$ cat src/rtl/dp_regfile_alu_pkg.sv
// Shared definitions for the register-file ALU datapath: opcodes, flag bit
// positions, sequencer states and a flag-packing helper.
package dp_pkg;

    typedef enum logic [2:0] {
        OP_AND = 3'd0,
        OP_OR  = 3'd1,
        OP_XOR = 3'd2,
        OP_ADD = 3'd3,
        OP_SUB = 3'd4,
        OP_ADC = 3'd5,
        OP_MOV = 3'd6,
        OP_MUL = 3'd7
    } op_e;

    localparam int FLG_C = 0;
    localparam int FLG_Z = 1;
    localparam int FLG_V = 2;
    localparam int FLG_N = 3;

    typedef enum logic [1:0] {
        ST_IDLE = 2'd0,
        ST_BUSY = 2'd1,
        ST_DONE = 2'd2
    } state_e;

    function automatic logic [3:0] pack_flags(input logic n, input logic v,
                                              input logic z, input logic c);
        return {n, v, z, c};
    endfunction

endpackage

$ cat src/rtl/dp_alu_core.sv
// Combinational single-cycle ALU: logic ops, ADD/SUB/ADC with carry and
// signed overflow, MOV. Opcode 111 yields zero here; the top handles it.
module dp_alu_core
    import dp_pkg::*;
#(
    parameter int WIDTH = 8
) (
    input  logic [WIDTH-1:0] a,
    input  logic [WIDTH-1:0] b,
    input  logic             cin,
    input  logic [2:0]       op,
    output logic [WIDTH-1:0] result,
    output logic             n,
    output logic             v,
    output logic             z,
    output logic             c
);

    logic [WIDTH:0] sum_s;

    // Operation select and flag generation
    always_comb begin
        sum_s  = '0;
        result = '0;
        v      = 1'b0;
        c      = 1'b0;
        case (op)
            OP_AND: result = a & b;
            OP_OR:  result = a | b;
            OP_XOR: result = a ^ b;
            OP_ADD: begin
                sum_s  = {1'b0, a} + {1'b0, b};
                result = sum_s[WIDTH-1:0];
                c      = sum_s[WIDTH];
                v      = (a[WIDTH-1] == b[WIDTH-1]) && (result[WIDTH-1] != a[WIDTH-1]);
            end
            // Carry here means "no borrow"
            OP_SUB: begin
                sum_s  = {1'b0, a} + {1'b0, ~b} + {{WIDTH{1'b0}}, 1'b1};
                result = sum_s[WIDTH-1:0];
                c      = sum_s[WIDTH];
                v      = (a[WIDTH-1] != b[WIDTH-1]) && (result[WIDTH-1] != a[WIDTH-1]);
            end
            OP_ADC: begin
                sum_s  = {1'b0, a} + {1'b0, b} + {{WIDTH{1'b0}}, cin};
                result = sum_s[WIDTH-1:0];
                c      = sum_s[WIDTH];
                v      = (a[WIDTH-1] == b[WIDTH-1]) && (result[WIDTH-1] != a[WIDTH-1]);
            end
            OP_MOV: result = b;
            default: result = '0;
        endcase
        z = (result == '0);
        n = result[WIDTH-1];
    end

endmodule

$ cat src/rtl/dp_regfile_alu.sv
// Register-file ALU datapath with valid/ready command and result handshakes.
// Optional macro DP_MUL_EN turns opcode 111 into a multi-cycle shift-add MUL.
module dp_regfile_alu
    import dp_pkg::*;
#(
    parameter int WIDTH = 8,
    parameter int NREGS = 4,
    localparam int AW   = $clog2(NREGS)
) (
    input  logic             clk,
    input  logic             rst,
    input  logic             in_valid,
    output logic             in_ready,
    input  logic [2:0]       in_op,
    input  logic [AW-1:0]    in_rd,
    input  logic [AW-1:0]    in_rs,
    input  logic             in_use_imm,
    input  logic [WIDTH-1:0] in_imm,
    output logic             out_valid,
    input  logic             out_ready,
    output logic [WIDTH-1:0] out_data,
    output logic [AW-1:0]    out_rd,
    output logic [3:0]       flags,
    input  logic [AW-1:0]    dbg_addr,
    output logic [WIDTH-1:0] dbg_data
);

    logic [WIDTH-1:0] regs_r [NREGS];
    logic [3:0]       flags_r;
    logic             out_valid_r;
    logic [WIDTH-1:0] out_data_r;
    logic [AW-1:0]    out_rd_r;
    state_e           state_r;

    logic             accept_s;
    logic [WIDTH-1:0] a_s;
    logic [WIDTH-1:0] b_s;
    logic [WIDTH-1:0] alu_res_s;
    logic             alu_n_s;
    logic             alu_v_s;
    logic             alu_z_s;
    logic             alu_c_s;

    assign in_ready  = (state_r == ST_IDLE) && (!out_valid_r || out_ready);
    assign accept_s  = in_valid && in_ready;
    assign a_s       = regs_r[in_rd];
    assign b_s       = in_use_imm ? in_imm : regs_r[in_rs];
    assign dbg_data  = regs_r[dbg_addr];
    assign out_valid = out_valid_r;
    assign out_data  = out_data_r;
    assign out_rd    = out_rd_r;
    assign flags     = flags_r;

    dp_alu_core #(.WIDTH(WIDTH)) u_alu (
        .a      (a_s),
        .b      (b_s),
        .cin    (flags_r[FLG_C]),
        .op     (in_op),
        .result (alu_res_s),
        .n      (alu_n_s),
        .v      (alu_v_s),
        .z      (alu_z_s),
        .c      (alu_c_s)
    );

`ifdef DP_MUL_EN
    localparam int CW = $clog2(WIDTH + 1);

    logic [2*WIDTH-1:0] mul_acc_r;
    logic [2*WIDTH-1:0] mul_mcand_r;
    logic [WIDTH-1:0]   mul_mplier_r;
    logic [AW-1:0]      mul_rd_r;
    logic [CW-1:0]      mul_cnt_r;
    logic [WIDTH-1:0]   mul_lo_s;
    logic               mul_hi_nz_s;

    assign mul_lo_s    = mul_acc_r[WIDTH-1:0];
    assign mul_hi_nz_s = |mul_acc_r[2*WIDTH-1:WIDTH];
`endif

    // Register file, flags, output stage and MUL sequencer
    always_ff @(posedge clk) begin
        if (rst) begin
            for (int i = 0; i < NREGS; i++) begin
                regs_r[i] <= '0;
            end
            flags_r     <= 4'b0000;
            out_valid_r <= 1'b0;
            out_data_r  <= '0;
            out_rd_r    <= '0;
            state_r     <= ST_IDLE;
`ifdef DP_MUL_EN
            mul_acc_r    <= '0;
            mul_mcand_r  <= '0;
            mul_mplier_r <= '0;
            mul_rd_r     <= '0;
            mul_cnt_r    <= '0;
`endif
        end else begin
            if (out_valid_r && out_ready) begin
                out_valid_r <= 1'b0;
            end
            case (state_r)
                ST_IDLE: begin
                    if (accept_s) begin
                        if (in_op == OP_MUL) begin
`ifdef DP_MUL_EN
                            mul_acc_r    <= '0;
                            mul_mcand_r  <= {{WIDTH{1'b0}}, a_s};
                            mul_mplier_r <= b_s;
                            mul_rd_r     <= in_rd;
                            mul_cnt_r    <= '0;
                            state_r      <= ST_BUSY;
`else
                            out_valid_r <= 1'b1;
                            out_data_r  <= '0;
                            out_rd_r    <= in_rd;
`endif
                        end else begin
                            regs_r[in_rd] <= alu_res_s;
                            flags_r       <= pack_flags(alu_n_s, alu_v_s, alu_z_s, alu_c_s);
                            out_data_r    <= alu_res_s;
                            out_rd_r      <= in_rd;
                            out_valid_r   <= 1'b1;
                        end
                    end
                end
`ifdef DP_MUL_EN
                // One multiplier bit per cycle, LSB first
                ST_BUSY: begin
                    if (mul_mplier_r[0]) begin
                        mul_acc_r <= mul_acc_r + mul_mcand_r;
                    end
                    mul_mcand_r  <= mul_mcand_r << 1;
                    mul_mplier_r <= mul_mplier_r >> 1;
                    mul_cnt_r    <= mul_cnt_r + CW'(1);
                    if (mul_cnt_r == CW'(WIDTH - 1)) begin
                        state_r <= ST_DONE;
                    end
                end
                ST_DONE: begin
                    regs_r[mul_rd_r] <= mul_lo_s;
                    flags_r          <= pack_flags(mul_lo_s[WIDTH-1], 1'b0,
                                                   (mul_lo_s == '0), mul_hi_nz_s);
                    out_data_r       <= mul_lo_s;
                    out_rd_r         <= mul_rd_r;
                    out_valid_r      <= 1'b1;
                    state_r          <= ST_IDLE;
                end
`endif
                default: state_r <= ST_IDLE;
            endcase
        end
    end

endmodule

$ cat config.mk
export PLATFORM = sky130hd
export DESIGN_NAME = dp_regfile_alu
export DESIGN_NICKNAME = d
export VERILOG_FILES = /design/src/rtl/dp_regfile_alu_pkg.sv /design/src/rtl/dp_alu_core.sv /design/src/rtl/dp_regfile_alu.sv
export SDC_FILE = /design/constraint.sdc
export NUM_CORES = 1
export LEC_CHECK = 0
export ABC_AREA = 0
export CAP_MARGIN = 20
export CORE_UTILIZATION = 45
export CTS_CLUSTER_DIAMETER = 100
export DETAILED_ROUTE_END_ITERATION = 8
export GPL_ROUTABILITY_DRIVEN = 0
export GPL_TIMING_DRIVEN = 1
export HOLD_SLACK_MARGIN = 0.1
export PLACE_DENSITY = 0.71
export REMOVE_ABC_BUFFERS = 1
export SYNTH_ARGS = -nofsm -noshare
export SYNTH_HDL_FRONTEND = slang
export SYNTH_SLANG_ARGS = --single-unit
$ cat constraint.sdc
create_clock -name clk -period 5.19 [get_ports clk]
set_input_delay 1.038 -clock clk [delete_from_list [all_inputs] [get_ports clk]]
set_output_delay 1.038 -clock clk [all_outputs]
set_load 0.005 [all_outputs]
==> results_dict.tcl <==
set metrics [dict create \
    drive_gt1_share_pct 12.4 \
    r2r-end "flags[1]" \
    cts-root-buf "clkbuf_8" \
    reg2reg_slack_ps 1210 \
    area.growth.synth_to_final_pct 17.3 \
    overflow 0 \
    yosysWarnings 0 \
    critPathMaxStageDelay_ps 540 \
    hold_class "reg2reg" \
    fill_cells 710 \
    cp-end-kind "flop" \
    slew_violations 0 \
    firstDrtPassIters 5 \
    fin_worst_skew_ps 7.08 \
    setup_viol 0 \
    ys_types 64 \
    antenna_found_initial 0 \
    fin_crit_ps 4810 \
    avgViaCountPerCell 5.97 \
    grt_pass1_wl_um 15700 \
    synth-edff-count 32 \
    yosysTopAreaCellShare_pct 24.6 \
    critPathKind "in2reg" \
    status "finished, final reports clean" \
    place_hpwl_um 7720 \
    synth_area_um2 3900 \
    final_nets 486 \
    yosysSeqAreaShare_pct 32.3 \
    n_antenna_cell 0 \
    slew_headroom_pct 61.2 \
    rows 33 \
    async_reset_ff_share_pct 0 \
    ys_ff_latch 47 \
    tns_ps 0 \
    grt_max_degree 23 \
    leakagePower_nw 1.80 \
    routedWlPerCell_um 17.9 \
    drcViolationCount 0 \
    path_cells "clkdlybuf4s50_1 > mux4_1 > mux2i_1 > inv_1 > ha_1 > fa_1 > a211oi_2 > nor2_1 > nor3_1 > nor3b_1 > o2111ai_1 > a32oi_2 > and4_1 > a31o_1" \
    clk_pin_slew_ps 90 \
    num_vias 3237 \
    die_h_um 95.2 \
    cts_made_buffers 5 \
    crit_arrival_ps 5070 \
    crit_required_ps 5440 \
    syn_area_per_cell_um2 9.89 \
    h-tree-depth 2 \
    post-route-period-util_pct 92.7 \
    synth_cells 395 \
    clk_path_buf_depth 2 \
    tightest_slew_ps 580 \
    io_buffers 45 \
    r2r_cells 13 \
    r2r-start "regs_r[2][0]" \
    antenna_left 0 \
    crit_fanout 6 \
    synth_largest_area_cell "edfxtp_1" \
    hold_viol_final 0 \
    cts_tree "built" \
    grt_use_total_pct 22.7 \
    clock-sinks 47 \
    start_util_pct 47.1 \
    peakVddDrop_mv 0.273 \
    grt_pass1_vias 3145 \
    die_w_um 95.2 \
    start_kind "input pin" \
    netlist_top_cells_area "edfxtp_1, mux4_2, ha_1, dfxtp_1, nor2_1" \
    design.die.area_um2 9050 \
    maxCapViolations 0 \
    hold_depth 1 \
    clk_latency_ps 310 \
    core_area_um2 8300 \
    final_cells 542 \
    rsz0062_at_grt "no" \
    postCtsSetupBuffers 0 \
    synthFlopType "edfxtp_1" \
    num_io_pins 46 \
    drtIter0Drc 248 \
    min_from "out_data[2]" \
    routed_wl_um 9700 \
    p_per_area_nw_per_um2 250 \
    clock.fmax_mhz 208 \
    min_to "out_data[2]" \
    post_cts_resized 0 \
    hold_buffers 0 \
    cp_slowest_cell "mux4_1" \
    dp_cells 534 \
    holdWs_ps 464 \
]
[how the worst max path moves through the flow]
| stage | start | endpoint | cells after the start |
|---|---|---|---|
| 2_1_floorplan | in_rs[0] | flags[1] | 13 |
| 3_3_place_gp | in_rs[0] | flags[1] | 14 |
| 3_5_place_dp | in_rs[0] | flags[1] | 14 |
| 4_1_cts | in_rs[0] | flags[1] | 14 |
| 5_1_grt | in_rs[0] | flags[1] | 14 |
| 6_report | in_rs[0] | flags[1] | 14 |
[report_power, final]
part           switching [mW]  internal (mW)
clock                   0.134         0.0977
combinational           0.251          0.219
sequential             0.0162          0.426
[state kept, by name (all words and copies together), names as in the netlist]
signal,cells
flags,4
out_data,8
out_rd,2
out_valid,1
regs_r,32
[final cells by class]
cell class,count,area [µm²],share of cell area [%]
Multi-Input combinational cell,298,2440,53.3
Sequential cell,47,1260,27.5
Timing Repair Buffer,61,571,12.5
Tap cell,105,131,2.87
Inverter,23,86.3,1.88
Clock buffer,5,68.8,1.50
Clock inverter,3,22.5,0.492
[cells by family (layout without fill, tap and decap cells)]
logic type                 after synthesis  after routing  share of synthesized area, %
AOI/OAI and AO/OA                       85             85                          16.0
xor gates and xnor gates                17             17                          3.81
adders and majority gates               28             28                          9.36
buffers and inverters                   50             92                          5.22
DFF                                     47             47                          32.3
muxes                                   34             34                          17.7
and+or+nand+nor                        134            134                          15.7
[through the flow]
stage,power (mW),setup WS (ps),area (µm²),utilization (%)
global route,1.21,92.3,4580,55.2
global placement,0.902,206,4490,54.1
finish,1.14,378,4580,55.2
floorplan,0.749,903,3790,-
detailed placement,0.913,117,4490,54.1
CTS,1.14,432,4580,55.2
[placed cells by master, fill, tap and decap left out, types with 3 or more instances in the layout]
master / synthesis / routed
or3_1: 3 / 3
o22ai_1: 4 / 4
clkbuf_8: 0 / 5
o21ai_0: 14 / 14
dfxtp_1: 15 / 15
nand3_1: 3 / 3
mux4_1: 6 / 6
or4_1: 3 / 3
a211oi_1: 5 / 5
a211o_1: 3 / 3
mux2i_1: 7 / 7
xnor2_1: 14 / 14
buf_4: 1 / 16
clkdlybuf4s50_1: 0 / 45
nor2b_1: 3 / 3
nor2_1: 61 / 61
a31oi_1: 4 / 4
xor2_1: 3 / 3
a21oi_1: 20 / 20
nor3b_1: 3 / 3
inv_1: 21 / 21
edfxtp_1: 32 / 32
mux4_2: 19 / 19
nand2b_1: 10 / 10
o21bai_1: 4 / 4
nand2_1: 30 / 30
nor3_1: 8 / 8
ha_1: 26 / 26
a21o_1: 3 / 3
[worst max-delay path, delay by kind of cell]
kind / cells / cell delay, ps
simple gates: 4 / 980
mux: 2 / 770
compound gates: 4 / 1000
buf+inv: 2 / 600
fa+ha+maj: 2 / 660
[cell usage after synthesis (2+ instances only)]
library cell / instances
and2_1: 2
buf_2: 4
a31oi_1: 4
o32ai_1: 2
a211oi_2: 2
and4_1: 2
nor2_1: 61
nand2b_1: 10
xnor2_1: 14
inv_1: 21
a21oi_1: 20
and3_1: 2
edfxtp_1: 32
or4_1: 3
a211oi_1: 5
mux2i_1: 7
mux4_2: 19
o22ai_1: 4
o21ai_0: 14
nand2_1: 30
o31ai_1: 2
nor3_1: 8
o21bai_1: 4
clkbuf_1: 17
dfxtp_1: 15
ha_1: 26
nand3b_1: 2
xor2_1: 3
buf_1: 4
or3_1: 3
a32o_1: 2
o21a_1: 2
a21o_1: 3
nand3_1: 3
a211o_1: 3
mux4_1: 6
nor2b_1: 3
nor3b_1: 3
fa_1: 2
a221oi_1: 2
[per-layer routing]
metal,part of all wire [%],wire (µm),vias up,global-route usage [%]
li1,-,-,1534,-
met1,42,4070,1561,29.1
met2,50,4870,122,37.7
met3,5.1,499,20,2.87
met4,2.7,260,0,11.5
met5,0,0,-,0
No activity file was read; power rests on OpenSTA's default activity.
